<file path="config.mk">
export PLATFORM = sky130hd
export DESIGN_NAME = div_unit32_flat
export DESIGN_NICKNAME = d
export VERILOG_FILES = /design/src/rtl/div_unit32_if.sv /design/src/rtl/div_unit32.sv /design/src/flat_wrapper.sv
export SDC_FILE = /design/constraint.sdc
export NUM_CORES = 1
export LEC_CHECK = 0
export ABC_AREA = 1
export ABC_CLOCK_PERIOD_IN_PS = 5400
export CAP_MARGIN = 20
export CELL_PAD_IN_SITES_DETAIL_PLACEMENT = 0
export CELL_PAD_IN_SITES_GLOBAL_PLACEMENT = 1
export CORE_ASPECT_RATIO = 2
export CORE_MARGIN = 10
export CORE_UTILIZATION = 42
export DETAILED_ROUTE_END_ITERATION = 7
export GPL_ROUTABILITY_DRIVEN = 0
export PLACE_DENSITY_LB_ADDON = 0.1
export SYNTH_ARGS = -nofsm -noshare
export SYNTH_HDL_FRONTEND = slang
export SYNTH_SLANG_ARGS = --single-unit
</file>
<file path="constraint.sdc">
create_clock -name i_clk_1 -period 5.4 [get_ports i_clk_1]
set_clock_uncertainty 0.05 [all_clocks]
set_input_delay 0.81 -clock i_clk_1 [delete_from_list [all_inputs] [get_ports i_clk_1]]
set_output_delay 0.81 -clock i_clk_1 [all_outputs]
set_load 0.05 [all_outputs]
</file>
<file path="src/rtl/div_unit32_if.sv">
// Issue/result bus between the execute stage and the iterative divider.
// The core drives the request side (master); the divider drives status and result (slave).
interface div_unit32_if;
  logic        i_divStart_1;
  logic [1:0]  i_divOp_2;
  logic [31:0] i_divDividend_32;
  logic [31:0] i_divDivisor_32;
  logic        o_divBusy_1;
  logic        o_divValid_1;
  logic [31:0] o_divResult_32;

  modport master (
    output i_divStart_1,
    output i_divOp_2,
    output i_divDividend_32,
    output i_divDivisor_32,
    input  o_divBusy_1,
    input  o_divValid_1,
    input  o_divResult_32
  );

  modport slave (
    input  i_divStart_1,
    input  i_divOp_2,
    input  i_divDividend_32,
    input  i_divDivisor_32,
    output o_divBusy_1,
    output o_divValid_1,
    output o_divResult_32
  );
endinterface

</file>
<file path="src/rtl/div_unit32.sv">
// Iterative radix-2 restoring divider for RV32M DIV/DIVU/REM/REMU, one quotient bit per cycle.
// Optional macro DIV_EARLY_OUT_EN resolves divide-by-zero and signed overflow without iterating.

module Adder (
  input  logic [31:0] a,
  input  logic [31:0] b,
  input  logic        cIn,
  output logic [31:0] sum,
  output logic        cOut
);
  logic [3:0][8:0] sumZeroAll;
  logic [3:0][8:0] sumOneAll;
  logic            carryWalk;

  // Each byte precomputes both carry-in outcomes; the incoming carry only selects.
  genvar gi;
  generate
    for (gi = 0; gi < 4; gi++) begin : gBlock
      assign sumZeroAll[gi] = {1'b0, a[gi*8 +: 8]} + {1'b0, b[gi*8 +: 8]};
      assign sumOneAll[gi]  = {1'b0, a[gi*8 +: 8]} + {1'b0, b[gi*8 +: 8]} + 9'd1;
    end
  endgenerate

  always_comb begin
    carryWalk = cIn;
    sum       = '0;
    for (int k = 0; k < 4; k++) begin
      sum[k*8 +: 8] = carryWalk ? sumOneAll[k][7:0] : sumZeroAll[k][7:0];
      carryWalk     = carryWalk ? sumOneAll[k][8]   : sumZeroAll[k][8];
    end
    cOut = carryWalk;
  end
endmodule

module div_unit32 (
  input  logic         i_clk_1,
  input  logic         i_rst_1,
  div_unit32_if.slave  divBus
);
  typedef enum logic [1:0] {IDLE, CALC, DONE} divState_t;

  divState_t   stateReg;
  logic [1:0]  opReg;
  logic [31:0] remReg;
  logic [31:0] quotReg;
  logic [31:0] divisorReg;
  logic [31:0] dividendReg;
  logic        quotSignReg;
  logic        remSignReg;
  logic        divZeroReg;
  logic        overflowReg;
  logic [4:0]  cntReg;
  logic        busyReg;
  logic        validReg;
  logic [31:0] resultReg;

  logic        startSigned;
  logic        dividendNeg;
  logic        divisorNeg;
  logic [31:0] dividendMag;
  logic [31:0] divisorMag;
  logic        startDivZero;
  logic        startOverflow;
  logic        earlyOut;
  logic [31:0] earlyResult;

  logic [31:0] trialDiff;
  logic        trialCarry;
  logic        noBorrow;
  logic [31:0] remNext;
  logic [31:0] quotNext;
  logic [31:0] quotFixed;
  logic [31:0] remFixed;
  logic [31:0] calcResult;

  always_comb begin
    startSigned   = ~divBus.i_divOp_2[0];
    dividendNeg   = startSigned & divBus.i_divDividend_32[31];
    divisorNeg    = startSigned & divBus.i_divDivisor_32[31];
    dividendMag   = dividendNeg ? (~divBus.i_divDividend_32 + 32'd1) : divBus.i_divDividend_32;
    divisorMag    = divisorNeg  ? (~divBus.i_divDivisor_32  + 32'd1) : divBus.i_divDivisor_32;
    startDivZero  = (divBus.i_divDivisor_32 == 32'd0);
    startOverflow = startSigned && (divBus.i_divDividend_32 == 32'h8000_0000) &&
                    (divBus.i_divDivisor_32 == 32'hFFFF_FFFF);
    if (divBus.i_divOp_2[1])
      earlyResult = startDivZero ? divBus.i_divDividend_32 : 32'd0;
    else
      earlyResult = startDivZero ? 32'hFFFF_FFFF : 32'h8000_0000;
  end

`ifdef DIV_EARLY_OUT_EN
  assign earlyOut = startDivZero | startOverflow;
`else
  assign earlyOut = 1'b0;
`endif

  // Trial subtraction of the divisor magnitude from the low 32 bits of {rem, quot[31]}.
  Adder trialSub (
    .a    ({remReg[30:0], quotReg[31]}),
    .b    (~divisorReg),
    .cIn  (1'b1),
    .sum  (trialDiff),
    .cOut (trialCarry)
  );

  always_comb begin
    noBorrow  = remReg[31] | trialCarry;
    remNext   = noBorrow ? trialDiff : {remReg[30:0], quotReg[31]};
    quotNext  = {quotReg[30:0], noBorrow};
    quotFixed = quotSignReg ? (~quotNext + 32'd1) : quotNext;
    remFixed  = remSignReg  ? (~remNext  + 32'd1) : remNext;
    // Special cases override whatever the iteration produced.
    if (divZeroReg)
      calcResult = opReg[1] ? dividendReg : 32'hFFFF_FFFF;
    else if (overflowReg)
      calcResult = opReg[1] ? 32'd0 : 32'h8000_0000;
    else
      calcResult = opReg[1] ? remFixed : quotFixed;
  end

  always_ff @(posedge i_clk_1) begin
    if (i_rst_1) begin
      stateReg    <= IDLE;
      opReg       <= '0;
      remReg      <= '0;
      quotReg     <= '0;
      divisorReg  <= '0;
      dividendReg <= '0;
      quotSignReg <= 1'b0;
      remSignReg  <= 1'b0;
      divZeroReg  <= 1'b0;
      overflowReg <= 1'b0;
      cntReg      <= '0;
      busyReg     <= 1'b0;
      validReg    <= 1'b0;
      resultReg   <= '0;
    end else begin
      case (stateReg)
        IDLE, DONE: begin
          validReg <= 1'b0;
          if (divBus.i_divStart_1) begin
            opReg       <= divBus.i_divOp_2;
            remReg      <= '0;
            quotReg     <= dividendMag;
            divisorReg  <= divisorMag;
            dividendReg <= divBus.i_divDividend_32;
            quotSignReg <= dividendNeg ^ divisorNeg;
            remSignReg  <= dividendNeg;
            divZeroReg  <= startDivZero;
            overflowReg <= startOverflow;
            cntReg      <= '0;
            if (earlyOut) begin
              stateReg  <= DONE;
              validReg  <= 1'b1;
              resultReg <= earlyResult;
            end else begin
              stateReg  <= CALC;
              busyReg   <= 1'b1;
            end
          end else begin
            stateReg <= IDLE;
          end
        end
        CALC: begin
          remReg  <= remNext;
          quotReg <= quotNext;
          cntReg  <= cntReg + 5'd1;
          // The last iteration's outcome is corrected and registered on the same edge.
          if (cntReg == 5'd31) begin
            stateReg  <= DONE;
            busyReg   <= 1'b0;
            validReg  <= 1'b1;
            resultReg <= calcResult;
          end
        end
        default: begin
          stateReg <= IDLE;
          busyReg  <= 1'b0;
          validReg <= 1'b0;
        end
      endcase
    end
  end

  assign divBus.o_divBusy_1    = busyReg;
  assign divBus.o_divValid_1   = validReg;
  assign divBus.o_divResult_32 = resultReg;
endmodule

</file>
<file path="src/flat_wrapper.sv">
// flat-port wrapper written by rule: the top's interface ports become plain ports
module div_unit32_flat 
  (i_clk_1, i_rst_1, divBus_i_divStart_1, divBus_i_divOp_2, divBus_i_divDividend_32, divBus_i_divDivisor_32, divBus_o_divBusy_1, divBus_o_divValid_1, divBus_o_divResult_32);
  div_unit32_if divBus_i ();
  input  logic i_clk_1;
  input  logic i_rst_1;
  input wire logic [$bits(divBus_i.i_divStart_1)-1:0] divBus_i_divStart_1;
  input wire logic [$bits(divBus_i.i_divOp_2)-1:0] divBus_i_divOp_2;
  input wire logic [$bits(divBus_i.i_divDividend_32)-1:0] divBus_i_divDividend_32;
  input wire logic [$bits(divBus_i.i_divDivisor_32)-1:0] divBus_i_divDivisor_32;
  output wire logic [$bits(divBus_i.o_divBusy_1)-1:0] divBus_o_divBusy_1;
  output wire logic [$bits(divBus_i.o_divValid_1)-1:0] divBus_o_divValid_1;
  output wire logic [$bits(divBus_i.o_divResult_32)-1:0] divBus_o_divResult_32;
  assign divBus_i.i_divStart_1 = divBus_i_divStart_1;
  assign divBus_i.i_divOp_2 = divBus_i_divOp_2;
  assign divBus_i.i_divDividend_32 = divBus_i_divDividend_32;
  assign divBus_i.i_divDivisor_32 = divBus_i_divDivisor_32;
  assign divBus_o_divBusy_1 = divBus_i.o_divBusy_1;
  assign divBus_o_divValid_1 = divBus_i.o_divValid_1;
  assign divBus_o_divResult_32 = divBus_i.o_divResult_32;
  div_unit32 u_core (.i_clk_1(i_clk_1), .i_rst_1(i_rst_1), .divBus(divBus_i));
endmodule
</file>
Word-level counts from Yosys, hierarchy flattened:

Index checks and enable logic that the tools add are counted.

* register bits: 175
* latch bits: 0
* RAM bits: 0
* ROM bits: 0
* input port bits: 69
* word-level logic and storage cells: 84
* memories kept: 0

* add/sub/neg operators: 13
* $mul: 0
* divide/modulo/power cells: 0
* $lt $le $gt $ge: 0
* equality and inequality tests: 7
* shifts and indexed selects: 0
* mux-type cells: 28
* bitwise gates (word level): 11
* reduce and logical (&&, ||, !) cells: 11

Operator list (number)
* two-way mux 32 bit: 12
* inverter 32 bit: 5
* adder 32 x 1 -> 32 bit, second input constant: 4
* case mux 32 bit (2 select lines): 2
* equality test 32 bit, second input constant: 2
* adder 8 x 8 -> 9 bit: 4
* adder 9 x 1 -> 9 bit, second input constant: 4
* logical NOT 32 bit: 1
* two-way mux 8 bit: 3
* case mux 5 bit (2 select lines): 1
* AND reduction 2 bit: 4
* two-way mux 1 bit: 6
* adder 5 x 1 -> 5 bit, second input constant: 1
* equality test 5 bit, second input constant: 1
* two-way mux 5 bit: 1
* case mux 2 bit (2 select lines): 1
* OR reduction 2 bit: 2
* AND 1 bit: 2
* equality test 2 x 1 -> 1 bit, second input constant: 1
* equality test 2 bit, second input constant: 1
* logical AND 1 bit: 2
* logical NOT 2 bit: 1
* two-way mux 2 bit: 1
* inequality test 2 x 1 -> 1 bit, second input constant: 1
* other kinds (6): 7

Logic depth before layout (Yosys ltp):

Gate-level depths: netlist of run 1.

* depth after elaboration: 14
* gate-level depth with buffers: 35
* depth with buffers taken out: 33

Cells and area by module:

Synthesis of run 1 repeated with hierarchy kept, for this count alone.

* cells, all modules: 2268
* area, all modules: 13837.0 µm²

By module, submodules not included
* div_unit32: instances 1, cells an instance 1835, area an instance 11278.3 µm², seq. area each 3483.3 µm²
* Adder: instances 1, cells an instance 433, area an instance 2558.7 µm², seq. area each 0.0 µm²

Worst setup path before layout of run 1:

Ideal clock, no wire load.

* path kind: reg2reg
* from: register u_core.remReg[7]
* to: register u_core.resultReg[30], in the netlist u_core.divBus.o_divResult_32[30]
* setup time: 70 ps
* arrival: 4363 ps
* slack: 918 ps
* stages on the path, launching flop included: 34
* buffers on the path: 2
* cell sequence: dfxtp_1 -> ha_1 -> inv_1 -> fa_1 -> inv_1 -> ha_1 -> inv_1 -> nor2_1 -> nand3_1 -> nor2_4 -> nand3_2 -> nand2_2 -> nand2_2 -> nand2_4 -> nand2_4 -> nand2_4 -> nand3_4 -> buf_6 -> buf_2 -> inv_1 -> ha_1 -> inv_1 -> nor3_1 -> nand3_1 -> nor2_1 -> nand4_1 -> o21ai_0 -> o21ai_0 -> o21bai_1 -> o21ai_0 -> a21oi_1 -> nor2_1 -> o21ai_1 -> a21oi_1

* longest elaborated chain between the ends: 13
* elaborated cells between the ends (all ways): 19
* classes of those cells: add/sub (4); mux (12); bitwise (3)

RTL lines
* start: declaration: line div_unit32.sv:44 `logic [31:0] remReg;`
* start signal: assignment: line div_unit32.sv:165 `remReg <= remNext;`
* adder 8 x 8 -> 9 bit: line div_unit32.sv:19, div_unit32.sv:20
* adder 9 x 1 -> 9 bit: line div_unit32.sv:20 `assign sumOneAll[gi] = {1'b0, a[gi*8 +: 8]} + {1'b0, b[gi*8 +: 8]} + 9'd1;`
* two-way mux 1 bit (3 in a row): line div_unit32.sv:29 `carryWalk = carryWalk ? sumOneAll[k][8] : sumZeroAll[k][8];`
* bitwise OR 1 bit: line div_unit32.sv:107 `noBorrow = remReg[31] | trialCarry;`
* two-way mux 32 bit: line div_unit32.sv:108 `remNext = noBorrow ? trialDiff : {remReg[30:0], quotReg[31]};`
* inverter 32 bit: line div_unit32.sv:111 `remFixed = remSignReg ? (~remNext + 32'd1) : remNext;`
* adder 32 x 1 -> 32 bit: line div_unit32.sv:111
* two-way mux 32 bit: line div_unit32.sv:111
* two-way mux 32 bit (*): line div_unit32.sv:118 `calcResult = opReg[1] ? remFixed : quotFixed;`
* two-way mux 32 bit (*): line div_unit32.sv:115 `else if (overflowReg)`
* two-way mux 32 bit (*): line div_unit32.sv:113 `if (divZeroReg)`
* end signal: assignment: line div_unit32.sv:155 `resultReg <= earlyResult;`
* end signal: assignment: line div_unit32.sv:173 `resultReg <= calcResult;`
* end: declaration: line div_unit32.sv:55 `logic [31:0] resultReg;`

Every way passes the cells marked *; elsewhere a longest branch is shown, timed or not.
A chain may end at the register's enable or synchronous reset.

Worst setup path after layout of run 1:

Same ends and word-level chain as after synthesis.

==> results of run 1 <==
## sequential cells by signal, summed over array words and instances (netlist names)
name,cells
u_core.remReg,32
u_core.dividendReg,32
u_core.stateReg,2
u_core.quotReg,32
u_core.divBus.o_divBusy_1,1
u_core.opReg,1
u_core.divisorReg,32
u_core.remSignReg,1
u_core.divZeroReg,1
u_core.quotSignReg,1
u_core.overflowReg,1
u_core.divBus.o_divResult_32,32
u_core.divBus.o_divValid_1,1
u_core.cntReg,5
## how the worst min path moves through the flow
stage,to,slack [ns]
after CTS,u_core.divBus.o_divBusy_1$_SDFFE_PP0P_,0.40
after global placement,u_core.divBus.o_divBusy_1$_SDFFE_PP0P_,0.38
after global routing,u_core.dividendReg[28]$_SDFFE_PP0P_,0.43
final,u_core.divBus.o_divBusy_1$_SDFFE_PP0P_,0.40
after floorplan,u_core.divBus.o_divBusy_1$_SDFFE_PP0P_,0.37
after detailed placement,u_core.divBus.o_divBusy_1$_SDFFE_PP0P_,0.39
## through the flow
stage | hold WS (ns) | setup WS [ns]
2_1_floorplan | 0.367 | 0.918
3_3_place_gp | 0.381 | 0.505
3_5_place_dp | 0.386 | 0.463
4_1_cts | 0.401 | 0.415
5_1_grt | 0.427 | 0.103
6_report | 0.397 | 0.521
## area by class of cell
type	count	share of cell area, %
Inverter	304	7.58
Tap cell	418	3.47
Clock buffer	19	2.94
Clock inverter	13	1.11
Timing Repair Buffer	131	8.35
Sequential cell	174	23.1
Multi-Input combinational cell	1532	53.4
## power by group
group | total, W | internal [W] | leakage [nW] | switching [W]
combinational | 0.00537 | 0.00167 | 5.17 | 0.00371
sequential | 0.00150 | 0.00139 | 1.42 | 0.000102
clock | 0.00132 | 0.000715 | 0.297 | 0.000608
## cell usage in the layout, fill, tap and decap left out, types with 5 or more instances in the layout
cell and n:
a211oi_1 9, or2_2 5, nor2_2 14, inv_2 14
dfxtp_1 174, buf_4 27, nand4_1 59, xor2_1 52
nor3_1 46, ha_1 42, clkbuf_16 17, inv_6 7
a31oi_1 37, o211ai_1 12, nand3b_1 7, xnor2_1 25
o21ai_2 8, nand3_1 139, o22ai_1 27, a21oi_1 127
nand3_2 5, clkdlybuf4s50_1 101, nor2_1 209, nand2_1 446
o221ai_1 20, inv_1 287, o21ai_1 13, o21ai_0 179
nand2_2 11
## logic make-up after synthesis
family | count (synthesis)
xor+xnor | 77
simple gates | 960
compound gates | 449
fa+ha+maj | 46
flops | 174
buf+inv | 406
## synthesized netlist by cell type (3+ instances only)
master    number
dfxtp_1      174
o41ai_1        3
o211ai_1      12
nand3b_1       7
inv_1        289
a211oi_1       9
o221ai_1      20
ha_1          42
inv_2         13
o21ai_0      180
buf_6          3
fa_1           4
a21oi_1      127
xnor2_1       25
nand3_2        5
nor3b_1        3
o31ai_1        3
o22ai_1       27
buf_1         11
or2_1          3
o21ai_2        8
nand2_4        3
nand4_1       59
buf_2          9
a221oi_1       4
o21ai_1       12
nor2_1       210
clkbuf_1      76
nor2_2        13
nand2_1      447
nand3_1      139
nor3_1        46
nor4_1         4
o311ai_0       3
a31oi_1       37
or2_2          5
nand2_2       10
nor2_4         3
xor2_1        52
## per-layer routing
layer / track usage (%) / up-vias / part of all wire (%)
met1: 23.2 / 6428 / 37
met3: 2.26 / 74 / 2.3
met4: 11.4 / 0 / 4.4
met2: 47.3 / 269 / 56
met5: 0 / - / 0
li1: - / 7063 / -
## timing repair
action / in CTS / in global routing
gates resized for setup: 0 / 1
setup endpoints to repair: 0 / 1
hold buffers: 0 / 0
## worst register-to-register path: cells and delay by family, from the launching register on
kind                       cells  cell delay (ns)
and+or+nand+nor               13             1.90
adders and majority gates      4             1.02
DFF                            1             0.39
AOI/OAI and AO/OA              7             1.05
buffers and inverters          5             0.41
==> results.md, run 1 <==
- The total of warnings raised by yosys is 0.
- The number of enable flip-flop cells after synthesis is 0.
- The total design power is slightly above 0.008 W.
- Of all cell types, the one taking the most synthesized area is dfxtp_1.
- Clock tree synthesis inserted a total of 17 buffers.
- The critical path ends at u_core.divBus.o_divResult_32[30]$_SDFFE_PP0P_.
- From bottom edge to top edge, the die measures around 270 microns.
- The category of the worst setup path capture point is a flip-flop.
- The largest single stage delay on the critical path is 0.46 ns.
- TritonCTS built the clock tree.
- The sum of negative setup slack is 0 ns.
- The first TritonRoute pass finished after 5 iterations.
- The main combinational cell family by area after synthesis is simple AND/OR/NAND/NOR gates.
- For this run, the post-layout net count is between 2000 and 2500.
- The starting utilization of the core area is 42.5%.
- The multi-input combinational cells in the finished layout cover a total of roughly 8000 sq um.
- The total global-route track usage is a little under a quarter.
- After routing the design area is 15100 sq um.
- Counting stages on the worst path, the most repeated cell is inv_1.
- The worst reg2reg path endpoint is u_core.divBus.o_divResult_32[30]$_SDFFE_PP0P_.
- In this run the number of cells on the critical path is 29.
- The filler-free cell count of the finished design is 2591.
- Yosys attributes the largest share of cell area to dfxtp_1 27%, nand2_1 13%, inv_1 8.3%, o21ai_0 6.9%, nor2_1 6.0%.
- The area of the die is between 30000 and 40000 sq um.
- The flow ran to the end, and the final reports show no timing, DRC or antenna violations.
- The area fraction in compound gates after synthesis is between 10% and 20%.
- The count of input and output buffers is between 100 and 150.
- The cell count after synthesis came out at 2112.
- In the routed design, unresolved DRC markers number 0.
- The core region is 30900 sq um.
- Synthesis produced a netlist with a net count of about 2200.
- The number of inserted filler cells in the final layout is 3284.
- For the finished layout, the period the worst path requires is roughly 4.9 ns.
- The final critical path takes up 90.3% of the cycle.
- Setup violations remaining at the end of the flow were counted as 0.
- The synthesized design contains around 170 register bits.
- The fraction of the mapped netlist area in adder cells is between 4 and 5%.
- Entering global routing, the biggest net connects 69 pins.
- The detailed-route wire length is 47.0 mm.
- Once placement finished, the instance area stood at ~14000 sq um.
- The worst reg2reg path depth is 29.
- In this run the worst setup path begins at u_core.remReg[7]$_SDFFE_PP0P_.
- Of the total synthesized cell area, the portion taken by AND, OR, NAND and NOR gates is between 30 and 40%.
- The tree is rooted in a clkbuf_16.
- In the synthesized netlist the dominant register cell turns out to be dfxtp_1.
- Of all nets on the critical path, the largest fanout is 4.
- After legalization and detailed placement, the total HPWL measured approximately 37 mm.
- STA classifies the critical path startpoint as a flip-flop.
- The row count is just over 90.
- The global-route wire length before repair is approximately 74 mm.
- Averaged over all synthesized cells, the footprint is about 6.2 sq um.
- The H-tree was split into 4 levels.
- The number of pins exceeding their max-slew limit in the final report is 0.
- The share of the core filled with cells is 48.8%.
- The final-report hold violation count is 0.
- In this design, the largest share of critical-path delay is due to simple AND/OR/NAND/NOR gates.
- In the routed layout, each cell is associated on average with a via count of around 5.3.
- Including well taps, the total number of placed cells is roughly 2600.
- The worst hold path begins at u_core.stateReg[0]$_SDFFE_PP0P_.
- The total overflow left after global routing is 0.
- The routed layout has between 10000 and 15000 vias.
- The clock sink count is approximately 170.
- The clock passes through at most 2 buffers.
- The cell area that synthesis handed to floorplanning was between 10000 and 15000 sq um.
- The required time of the worst setup path is around 5.7 ns.
- The portion of synthesized area spent on multiplexers is 0%.
- In this run, the number of DRC markers left after iteration 0 of detailed routing was 907.
- The post-detailed-route wirelength per cell is 18.2 microns.
- The count of nets left with antenna violations once routing finished came out at 0.
- Measured against its own limit, the worst slew margin works out to around 45%.
- The number of global-route vias before repair is about 14000.
- The buffer count from post-CTS setup fixing is 0.
- Summing the sequential cell areas from Yosys gives 26.6% of the chip area.
- The sequential cells in the finished layout cover a total of ~3500 sq um.
- Compared with the post-synthesis result, the final layout area differs by 15.0%.
- The power density over the cells is 544 nW/um^2.
- The clock reaches the later pin of the worst-skew pair after ~0.46 ns.
- The worst-case IR drop observed on VDD is ~0.42 mV.
- The count of buffer and inverter cells on the critical path is 5.
- The slew of the pin with the lowest slew margin is just over 0.8 ns.
- Setup repair after global routing left no endpoint under its margin.
- The setup path with the least slack is of type reg -> reg.
- The number of antenna violations at the first check in global routing came to 0.
- The share of synthesized area in the top cell type comes to around a quarter.
- Summing the areas of all xor and xnor instances in the mapped netlist gives between 5 and 6% of the synthesized area.
- Derived from the worst setup path, the maximum achievable clock frequency is slightly above 200 MHz.
- The worst hold path class is reg -> reg.
- The reported max-cap violation count is 0.
- The data arrival time of the critical path is around 5.2 ns.
- The slack of the worst reg-to-reg path is between 0.5 and 0.6 ns.
- The fraction of registers with async set/reset is 0%.
- The fraction of layout cells with a size suffix above 1 is slightly below 6%.
- The leakage component of the power is roughly 6.9 nW.
- The reg-to-reg startpoint is u_core.remReg[7]$_SDFFE_PP0P_.
- The number of distinct standard cells referenced by the synthesized netlist is 47.
- The repair_antennas step left the layout with diodes totalling 0.
- The slowest stage of the critical path belongs to the cell fa_1.
- The boundary pin count is slightly above 100.
- The die is about 140 microns wide.
- The clock transition time at the flip-flop clock pins of the worst setup and hold paths is roughly 0.080 ns.
- The hold path depth is 1.
Power figures use the tool's default switching activity.
==> run 2, diff against run 1 <==
- PLACE_DENSITY: default -> 0.83
- PLACE_DENSITY_LB_ADDON: 0.1 -> default
- REMOVE_ABC_BUFFERS: default -> 1
==> results.md, run 2 (synthesis gave the netlist of run 1 again) <==
- The internal portion of the total power is roughly 0.0038 W.
- STA classifies the critical path endpoint as a flip-flop.
- Clock tree synthesis selected as its root buffer the cell clkbuf_16.
- For this run, the slowest stage of the critical path takes about 0.45 ns.
- Once layout is done, the placed cells without fillers occupy around 15000 sq um.
- The worst path meets setup with around 0.5 ns of slack.
- The die covers just under 40000 sq um.
- Buffers inserted during clock tree synthesis total 17.
- The clock tree from TritonCTS is done.
- The shortest period the worst path allows is slightly below 5 ns.
- Of the cells placed in the final design, the portion with a size suffix greater than 1 is 5.94%.
- Buffers added to address setup during post-CTS repair amount to 0.
- The count of cells in the finished layout, fillers not included, comes to 2590.
- The number of antenna violations at the first check in global routing is 0.
- The die outline width is ~140 microns.
- The sum of overflow across all layers after global routing is 0.
- In this run switching power makes up 53.5% of total power.
- The starting utilization of the core area is a little over two fifths.
- Dividing the final minimum period by the clock period gives 90.7%.
- In this run the standard cell core region covers 30900 sq um.
- Power spread over the standard cell area amounts to around 540 nW/um^2.
- The number of hold buffers added after CTS was 0.
- The hold path depth is 1.
- The first detailed-routing pass took 5 iterations.
- Entering global routing, the biggest net connects about 110 pins.
- Setup violations remaining at the end of the flow were counted as 0.
- The clock power share is approximately 17%.
- STA classifies the critical path startpoint as a flip-flop.
- The count of input and output buffers is roughly 100.
- Dividing the detail-routed via count by the number of cells gives approximately 5.4.
- Timing analysis after detailed placement gives a worst setup slack of around 0.35 ns.
- The overall via count from detail_route is 13900.
- The cell area after placement is 14400 sq um.
- The vertical die dimension is about 270 microns.
- The number of pins exceeding their max-slew limit in the final report is 0.
- The tightest min-delay check is of the reg -> reg type.
- The number of antenna diodes in the final layout is 0.
- Max-cap violations in this run came to 0.
- Leaving out fill and tap cells, the most frequent cells in the layout are 446 x nand2_1, 287 x inv_1, 209 x nor2_1, 179 x o21ai_0, 174 x dfxtp_1.
- The count of routing violations after the opening detailed-route iteration is around 920.
- The clock sink count is between 150 and 200.
- Derived from the worst setup path, the maximum achievable clock frequency is between 200 and 250 MHz.
- The post-detailed-route wirelength per cell is 16.9 microns.
- The number of antenna-violating nets in the routed design is 0.
- The library cell used most frequently in the layout, excluding fill and tap cells, is nand2_1.
- The DRC violation count after routing is 0.
- The clock transition time at the flip-flop clock pins of the worst setup and hold paths is approximately 0.08 ns.
- For the pin with the worst max-slew slack, the measured transition is ~0.94 ns.
- Summed over all cells, the static leakage comes to about 7 nW.
- Global routing used between 20 and 25% of the available tracks.
- The category of cells accounting for the largest share of critical-path delay is simple AND/OR/NAND/NOR gates.
- Along the worst path, the maximum fanout reaches 13.
- The boundary pin count is 103.
- The H-tree was split into 4 levels.
- The count of buffer and inverter cells on the critical path is 5.
- The count of cell instances traversed by the critical path is 31.
- Setup total negative slack on the finished layout was measured at 0 ns.
- The kind of critical path is reg -> reg.
- The most numerous cell type found on the critical path is inv_1.
- The maximum clock insertion buffer count is 2.
- The layout has about 3300 filler cells.
- The data arrival time of the critical path is between 5 and 6 ns.
- Measured against its own limit, the worst slew margin works out to between 30% and 40%.
- Combinational logic is responsible for 65.1% of the overall power.
- The net count of the finished layout is 2275.
- The insertion delay of the later-clocked pin in the worst-skew pair is roughly 0.46 ns.
- The synthesis-to-finish area growth is 15.1%.
- The detailed-route wire length is approximately 44 mm.
- The peak supply drop is around 0.36 mV.
- The net switching power is about 0.0044 W.
- The row count is about 90.
- The required time of the worst setup path is between 5 and 6 ns.
- The worst reg2reg path depth is 31.
- The number of global-route vias before repair is between 10000 and 15000.
- The run finished with clean final reports.
- The highest-delay cell along the critical path is fa_1.
- The global-route wire length before repair is between 70 and 80 mm.
- The placed instance count is roughly 2600.
- The final-report hold violation count came to 0.
- Sequential cells burn 18.3% of the power.
- The HPWL after detailed placement is around 33 mm.
run 2: worst paths after layout:
check                                                startpoint                                             to  slack (ns)
worst max register to register    u_core.remReg[7]$_SDFFE_PP0P_  u_core.divBus.o_divResult_32[30]$_SDFFE_PP0P_        0.50
worst max-delay path              u_core.remReg[7]$_SDFFE_PP0P_  u_core.divBus.o_divResult_32[30]$_SDFFE_PP0P_        0.50
worst min-delay path            u_core.stateReg[0]$_SDFFE_PP0P_         u_core.divBus.o_divBusy_1$_SDFFE_PP0P_        0.39
worst min register to register  u_core.stateReg[0]$_SDFFE_PP0P_         u_core.divBus.o_divBusy_1$_SDFFE_PP0P_        0.39
run 2: area by class of cell:
class,instances,area (sq um),area share (%)
repair buffers,131,1270,8.42
multi-input cells,1532,8060,53.4
well taps,418,523,3.47
clock inverters,12,175,1.16
flip-flops and latches,174,3480,23.1
inverters,304,1140,7.57
clock buffers,19,433,2.87
run 2: through the flow:
step,power (W),hold slack [ns],utilization (%)
2_1_floorplan,0.00540,0.364,-
3_3_place_gp,0.00671,0.385,46.8
3_5_place_dp,0.00676,0.380,46.8
4_1_cts,0.00813,0.395,48.8
5_1_grt,0.00893,0.438,48.9
6_report,0.00814,0.391,48.9
run 2: timing repair:
| item | in CTS | in global routing |
|---|---|---|
| hold endpoints to repair | 0 | 0 |
| gates resized for setup | 0 | 4 |
| setup endpoints to repair | 0 | 4 |
run 2: power groups by stage:
stage | registers, W | clock network (W) | logic, W
floorplan | 0.00149 | 0 | 0.00391
global placement | 0.00151 | 0 | 0.00520
detailed placement | 0.00152 | 0 | 0.00524
CTS | 0.00149 | 0.00137 | 0.00528
global route | 0.00150 | 0.00141 | 0.00602
finish | 0.00149 | 0.00135 | 0.00530
run 2: routing by layer:
metal	part of all wire (%)	vias up	track usage (%)
met5	0	-	0
met4	3.9	0	10.8
met3	2.8	81	2.47
met2	55	288	43.3
met1	38	6460	22.5
li1	-	7064	-
==> run 3, diff against run 2 <==
- ABC_CLOCK_PERIOD_IN_PS: 5400 -> 4840
- clock period: 5.4 -> 4.84 ns (I/O delays scaled with it)
==> results.md, run 3 (synthesis gave the netlist of run 1 again) <==
- The number of antenna violations at the first check in global routing was 0.
- STA classifies the critical path startpoint as a flip-flop.
- After routing, the total negative slack on setup checks comes to 0 ns.
- Summing over every cut layer, the via total after detailed routing is 14100.
- The power density over the cells is roughly 610 nW/um^2.
- The number of global-route vias before repair is about 14000.
- The number of antenna diodes in the final layout is 0.
- The worst hold path belongs to the class reg -> reg.
- The area of the die is ~39000 sq um.
- The clock transition time at the flip-flop clock pins of the worst setup and hold paths is 0.07 ns.
- Cells with a size suffix above 1 make up 7.03% of the layout.
- The initial utilization of the core area, before any placement, comes to between 40% and 50%.
- The global-route wire length before repair is 72.5 mm.
- In the global route stage, overall resource usage came out at between 20% and 30%.
- Entering global routing, the biggest net connects 66 pins.
- The share of the cycle needed by the critical path after routing is between 90% and 100%.
- The data arrival time of the critical path is about 4.8 ns.
- The number of antenna-violating nets in the routed design is 0.
- The library cell used most frequently in the layout, excluding fill and tap cells, is nand2_1.
- Max-cap violations in this run came to 0.
- In this run the static leakage power is approximately 7.0 nW.
- After the first detailed-routing iteration, the DRC count stood at roughly 920.
- The number of pins exceeding their max-slew limit in the final report is 0.
- The first detailed-routing pass took 5 iterations.
- Final hold analysis gives a worst-case slack of a little under 0.4 ns.
- The relative slew slack is about two fifths.
- The required time of the worst setup path is just over 5 ns.
- The critical path in this run is classified as reg -> reg.
- The clock tree from TritonCTS is done.
- Counting the buffers created by CTS gives 17.
- The cell area after placement is around 15000 sq um.
- The total half-perimeter wirelength after legalization and detailed placement is about 35 mm.
- Setup slack closes at between 0.3 and 0.4 ns.
- Of all nets on the critical path, the largest fanout is 4.
- Relative to the synthesized area, the layout overhead comes to 16.1%.
- The vertical die dimension is 270 microns.
- The H-tree was split into 4 levels.
- The sum of overflow across all layers after global routing is 0.
- In this run the tool buffered the top-level ports with 102 buffer cells.
- The highest-delay cell along the critical path is fa_1.
- Using the TritonRoute via totals, the vias-per-cell ratio works out to ~5.4.
- The post-layout instance area is approximately 15000 sq um.
- In the final design database the tool counted around 2300 nets.
- In this design, the stage delay of the slowest critical-path cell is around 0.43 ns.
- At the pin with the least slew margin, the transition time is about 0.9 ns.
- The placeable core region is 30900 sq um.
- The number of setup violations in the final report is 0.
- Clock tree synthesis found a total of around 170 sinks.
- Derived from the worst setup path, the maximum achievable clock frequency is 223 MHz.
- After filler insertion, the fill cell instance count of the layout stands at ~3300.
- The share of the core filled with cells is 49.3%.
- Leaving out fill and tap cells, the most frequent cells in the layout are 446 x nand2_1, 287 x inv_1, 207 x nor2_1, 177 x o21ai_0, 174 x dfxtp_1.
- The row count is just over 90.
- The final-report hold violation count is 0.
- The peak supply drop is a little under 0.4 mV.
- The smallest clock period supported by the final layout is computed as 4.48 ns.
- The cell type with the highest occurrence count on the critical path is inv_1.
- The setup slack at placement is ~0.22 ns.
- The detailed-route wire length is between 40 and 50 mm.
- The cell sitting at the root of the clock tree is a clkbuf_16.
- The floorplan step set the die width to 145 microns.
- After detailed routing, the number of remaining DRC violations is 0.
- During I/O placement, the number of pins put on the boundary was ~100.
- The category of the worst setup path capture point is a flip-flop.
- The insertion delay of the later-clocked pin in the worst-skew pair is 0.46 ns.
- The maximum clock insertion buffer count is 2.
- Setup repair after global routing could not meet its margin everywhere.
- The flow ran to the end, and the final reports show no timing, DRC or antenna violations.
- The post-detailed-route wirelength per cell is approximately 17 microns.
[run 3: changes by cell type in the layout (fill, tap and decap cells not counted), moves of 2 or more]
cell     delta
buf_4      +19
inv_6       -2
inv_8       +2
nor2_1      -2
nor2_2      +2
o21ai_0     -2
o21ai_1     +2
[run 3: worst max-delay path: cells and delay by family, from the launching register on]
kind	cells	cell delay (ns)
AOI/OAI and AO/OA	7	0.94
adders and majority gates	4	0.98
buffers and inverters	6	0.40
DFF	1	0.33
and+or+nand+nor	15	1.72
[run 3: worst paths after layout]
kind | to | startpoint | cells after the start | slack [ns]
worst min-delay path | u_core.divBus.o_divBusy_1$_SDFFE_PP0P_ | u_core.stateReg[0]$_SDFFE_PP0P_ | 1 | 0.40
worst max-delay path | u_core.divBus.o_divResult_32[30]$_SDFFE_PP0P_ | u_core.divisorReg[8]$_SDFFE_PP0P_ | 32 | 0.36
worst max register to register | u_core.divBus.o_divResult_32[30]$_SDFFE_PP0P_ | u_core.divisorReg[8]$_SDFFE_PP0P_ | 32 | 0.36
worst min register to register | u_core.divBus.o_divBusy_1$_SDFFE_PP0P_ | u_core.stateReg[0]$_SDFFE_PP0P_ | 1 | 0.40
[run 3: final cells by class]
| type | instances | area [sq um] | share of cell area, % |
|---|---|---|---|
| well taps | 418 | 523 | 3.44 |
| clock inverters | 14 | 171 | 1.13 |
| repair buffers | 150 | 1400 | 9.17 |
| flip-flops and latches | 174 | 3480 | 22.9 |
| multi-input cells | 1532 | 8080 | 53.1 |
| clock buffers | 18 | 429 | 2.82 |
| inverters | 304 | 1140 | 7.50 |
[run 3: where the power goes]
group / leakage (nW) / switching (W) / internal, W
clock: 0.291 / 0.000688 / 0.000783
sequential: 1.42 / 0.000105 / 0.00155
combinational: 5.26 / 0.00416 / 0.00194
total: 6.98 / 0.00495 / 0.00428
[run 3: timing repair]
| action | CTS | global route |
|---|---|---|
| endpoints found under the setup margin | 0 | 16 |
| setup buffers | 0 | 2 |
| gates resized for setup | 0 | 11 |
| endpoints found under the hold margin | 0 | 0 |
| hold buffers | 0 | 0 |
[run 3: through the flow]
| step | power [W] | std cells |
|---|---|---|
| final | 0.00923 | 2610 |
| after global routing | 0.0101 | 2610 |
| after CTS | 0.00918 | 2608 |
| after detailed placement | 0.00768 | 2576 |
| after global placement | 0.00762 | 2576 |
| after floorplan | 0.00603 | 2010 |
[run 3: per-layer routing]
metal | vias to the layer above | track usage [%] | part of all wire [%]
li1 | 7103 | - | -
met1 | 6508 | 22.7 | 37
met2 | 355 | 43.7 | 55
met3 | 110 | 2.73 | 3.5
met4 | 0 | 12.7 | 4.8
met5 | - | 0 | 0
==> patch, RTL diff (settings of run 1) <==
The option `DIV_EARLY_OUT_EN` is turned on by a define.
--- a/src/rtl/div_unit32.sv
+++ b/src/rtl/div_unit32.sv
@@ -1,4 +1,6 @@
 // Iterative radix-2 restoring divider for RV32M DIV/DIVU/REM/REMU, one quotient bit per cycle.
 // Optional macro DIV_EARLY_OUT_EN resolves divide-by-zero and signed overflow without iterating.
+
+`define DIV_EARLY_OUT_EN
 
 module Adder (
Check against the original RTL: not equivalent (Yosys sat finds a counterexample within 4 cycles, from zero or initial values and one cycle with i_rst_1 high).
==> patch against run 1 <==
  * Global-route usage is 0.27 points higher
  * Routed wire length grew 6.5%
  * Worst setup slack lost 0.31 ns
  * Worst hold slack better by 0.0074 ns
  * Sequential cell count decreased by 1
  * Maximum frequency is 6.0% lower
  * Final cell count rose by 9.8%
  * Area after synthesis up 6.5%
  * Cell area up 9.6%
  * Critical path type unchanged
Power is left out: the tool's default activity adds up to more than one toggle a clock period on the data nets, which glitch-free logic cannot reach.
==> patch: results (changes against run 1) <==
Placed design:
- The HPWL after detailed placement was 38000 um (was 36900 um).
- The pre-CTS setup slack is 0.00827 ns (was 0.463 ns).
- The count of input and output buffers is 102 (unchanged).

Yosys:
- The share of flip-flops with an asynchronous set or reset is 0% (unchanged).
- The count of flip-flops with a built-in enable after synthesis was 0 (unchanged).
- The most frequent cell after synthesis was nand2_1 (unchanged).
- Most used standard cells in the synthesized netlist: nand2_1, inv_1, nor2_1 (unchanged).
- The yosys synthesis warning count was 0 (unchanged).
- The number of library cell types mapped by synthesis is 53 (was 47).
- Area contributors post-synth: dfxtp_1, nand2_1, inv_1 (unchanged).
- The mean instance size in the synthesized netlist is 6.05 um^2 (was 6.21 um^2).
- The net count after synthesis is 2422 (was 2227).
- The share of synthesized area occupied by flip-flops and latches is 24.8% (was 26.6%).

Clock tree:
- The H-tree level count is 4 (unchanged).
- The number of CTS-inserted buffers is 17 (unchanged).
- The buffer levels on the longest clock path is 2 (unchanged).
- The master cell of the clock root buffer is clkbuf_16 (unchanged).
- The number of hold buffers added after CTS was 0 (unchanged).
- The clock input transition at the sequential cells of the worst setup and hold paths is 0.08 ns (about the same).
- At the later pin of the worst-skew pair, clock insertion delay measures roughly 0.47 ns.

Finish:
- The total number of nets in the final design is 2515 (was 2275).
- The number of fill cells in the layout is 3474 (was 3284).
- The number of standard cells in the layout, taps in and fillers out came to 2845 (was 2591).
- The total inserted antenna cells is 0 (unchanged).
- The fraction of layout cells with a size suffix above 1 was 9.16% (was 5.94%).

Timing:
- The relative slew slack came to 40.0% (was 45.2%).
- The tightest hold margin was 0.404 ns (was 0.397 ns).

Worst hold path:
- The worst-case hold path end point is u_core.dividendReg[19] (was u_core.divBus.o_divBusy_1).
- The launch instance of the worst min-delay path is u_core.dividendReg[19] (was u_core.stateReg[0]).
- The worst min-delay path category is flop to flop (unchanged).
- The number of cells on the worst hold path is 2 (was 1).

GRT:
- The wire length of the first global-routing pass is 78900 um (was 74300 um).
- The aggregate global-route resource usage was 23.9% (was 23.6%).
- The initial antenna violation count is 0 (unchanged).
- The largest net degree at the start of global routing is 87 (was 69).
- The via count of the first global-routing pass is 14900 (was 13600).

Worst setup path:
- The biggest fanout along the worst timing path is 4 (unchanged).
- The cell depth of the worst flop-to-flop path was 39 (was 29).
- The endpoint of the worst-slack reg-to-reg timing path is u_core.divBus.o_divResult_32[24] (was u_core.divBus.o_divResult_32[30]).
- The slowest library cell on the worst path is fa_1 (unchanged).
- The worst endpoint data arrival time was 5.46 ns (was 5.22 ns).
- The startpoint of the most critical register-to-register path is u_core.divisorReg[8] (was u_core.remReg[7]).
- The largest stage delay on the critical path was 0.50 ns (was 0.46 ns).

Routing:
- The average wire per standard cell is 17.6 um (was 18.2 um).
- The first-pass iteration count of the detailed router is 5 (unchanged).
- The via count normalized by instance count is 5.33 (was 5.34).
- The number of DRC violations after detailed-routing iteration 0 is 877 (was 907).

Run status:
- Outcome: completed (unchanged).
-- patch: metrics by stage --
step	cell area (um^2)	utilization [%]
2_1_floorplan	14000	-
3_3_place_gp	15600	47.7
3_5_place_dp	15600	47.7
4_1_cts	16300	49.6
5_1_grt	16500	50.3
6_report	16500	50.3
-- patch: worst max-delay path by stage --
stage | start | endpoint | slack, ns | cells past startpoint
after floorplan | u_core.remReg[7] | u_core.divBus.o_divResult_32[26] | 0.34 | 36
after global placement | u_core.divisorReg[8] | u_core.divBus.o_divResult_32[24] | 0.04 | 37
after detailed placement | u_core.divisorReg[8] | u_core.divBus.o_divResult_32[24] | 0.008 | 37
after CTS | u_core.divisorReg[8] | u_core.divBus.o_divResult_32[26] | 0.08 | 38
after global routing | u_core.divisorReg[8] | u_core.divBus.o_divResult_32[24] | -0.07 | 39
final | u_core.divisorReg[8] | u_core.divBus.o_divResult_32[24] | 0.21 | 39
-- patch: worst max-delay path: cells and delay by family, from the launching register on --
kind,cells,cell delay [ns]
compound gates,6,0.81
fa+ha+maj,4,0.89
buf+inv,10,0.91
flops,1,0.33
simple gates,19,2.05
-- patch: per-layer routing --
metal | vias to the layer above | routed length (um) | share of wire (%) | GRT usage (%)
li1 | 7782 | - | - | -
met1 | 6985 | 18700 | 37 | 24.1
met2 | 314 | 27100 | 54 | 45.7
met3 | 97 | 1610 | 3.2 | 2.72
met4 | 0 | 2680 | 5.4 | 12.9
met5 | - | 0 | 0 | 0
-- patch: cells by family (layout without fill, tap and decap cells) --
family | Yosys count | in the layout | share of synthesized area [%]
and+or+nand+nor | 1116 | 1116 | 34.9
AOI/OAI and AO/OA | 485 | 485 | 19.6
buffers and inverters | 408 | 514 | 11.4
DFF | 173 | 173 | 24.8
xor gates and xnor gates | 79 | 79 | 4.96
adders and majority gates | 46 | 46 | 4.34
-- patch: repair_timing --
| action | CTS | global route |
|---|---|---|
| buffers inserted | 0 | 10 |
| endpoints found under the setup margin | 2 | 16 |
| pin swaps | 0 | 18 |
| resized for setup | 2 | 50 |
-- patch: layout make-up --
cell class / instances / share of cell area [%]
repair buffers: 187 / 10.3
flip-flops and latches: 173 / 21.0
inverters: 295 / 6.74
clock inverters: 15 / 1.16
multi-input cells: 1726 / 55.0
well taps: 432 / 3.27
clock buffers: 17 / 2.58
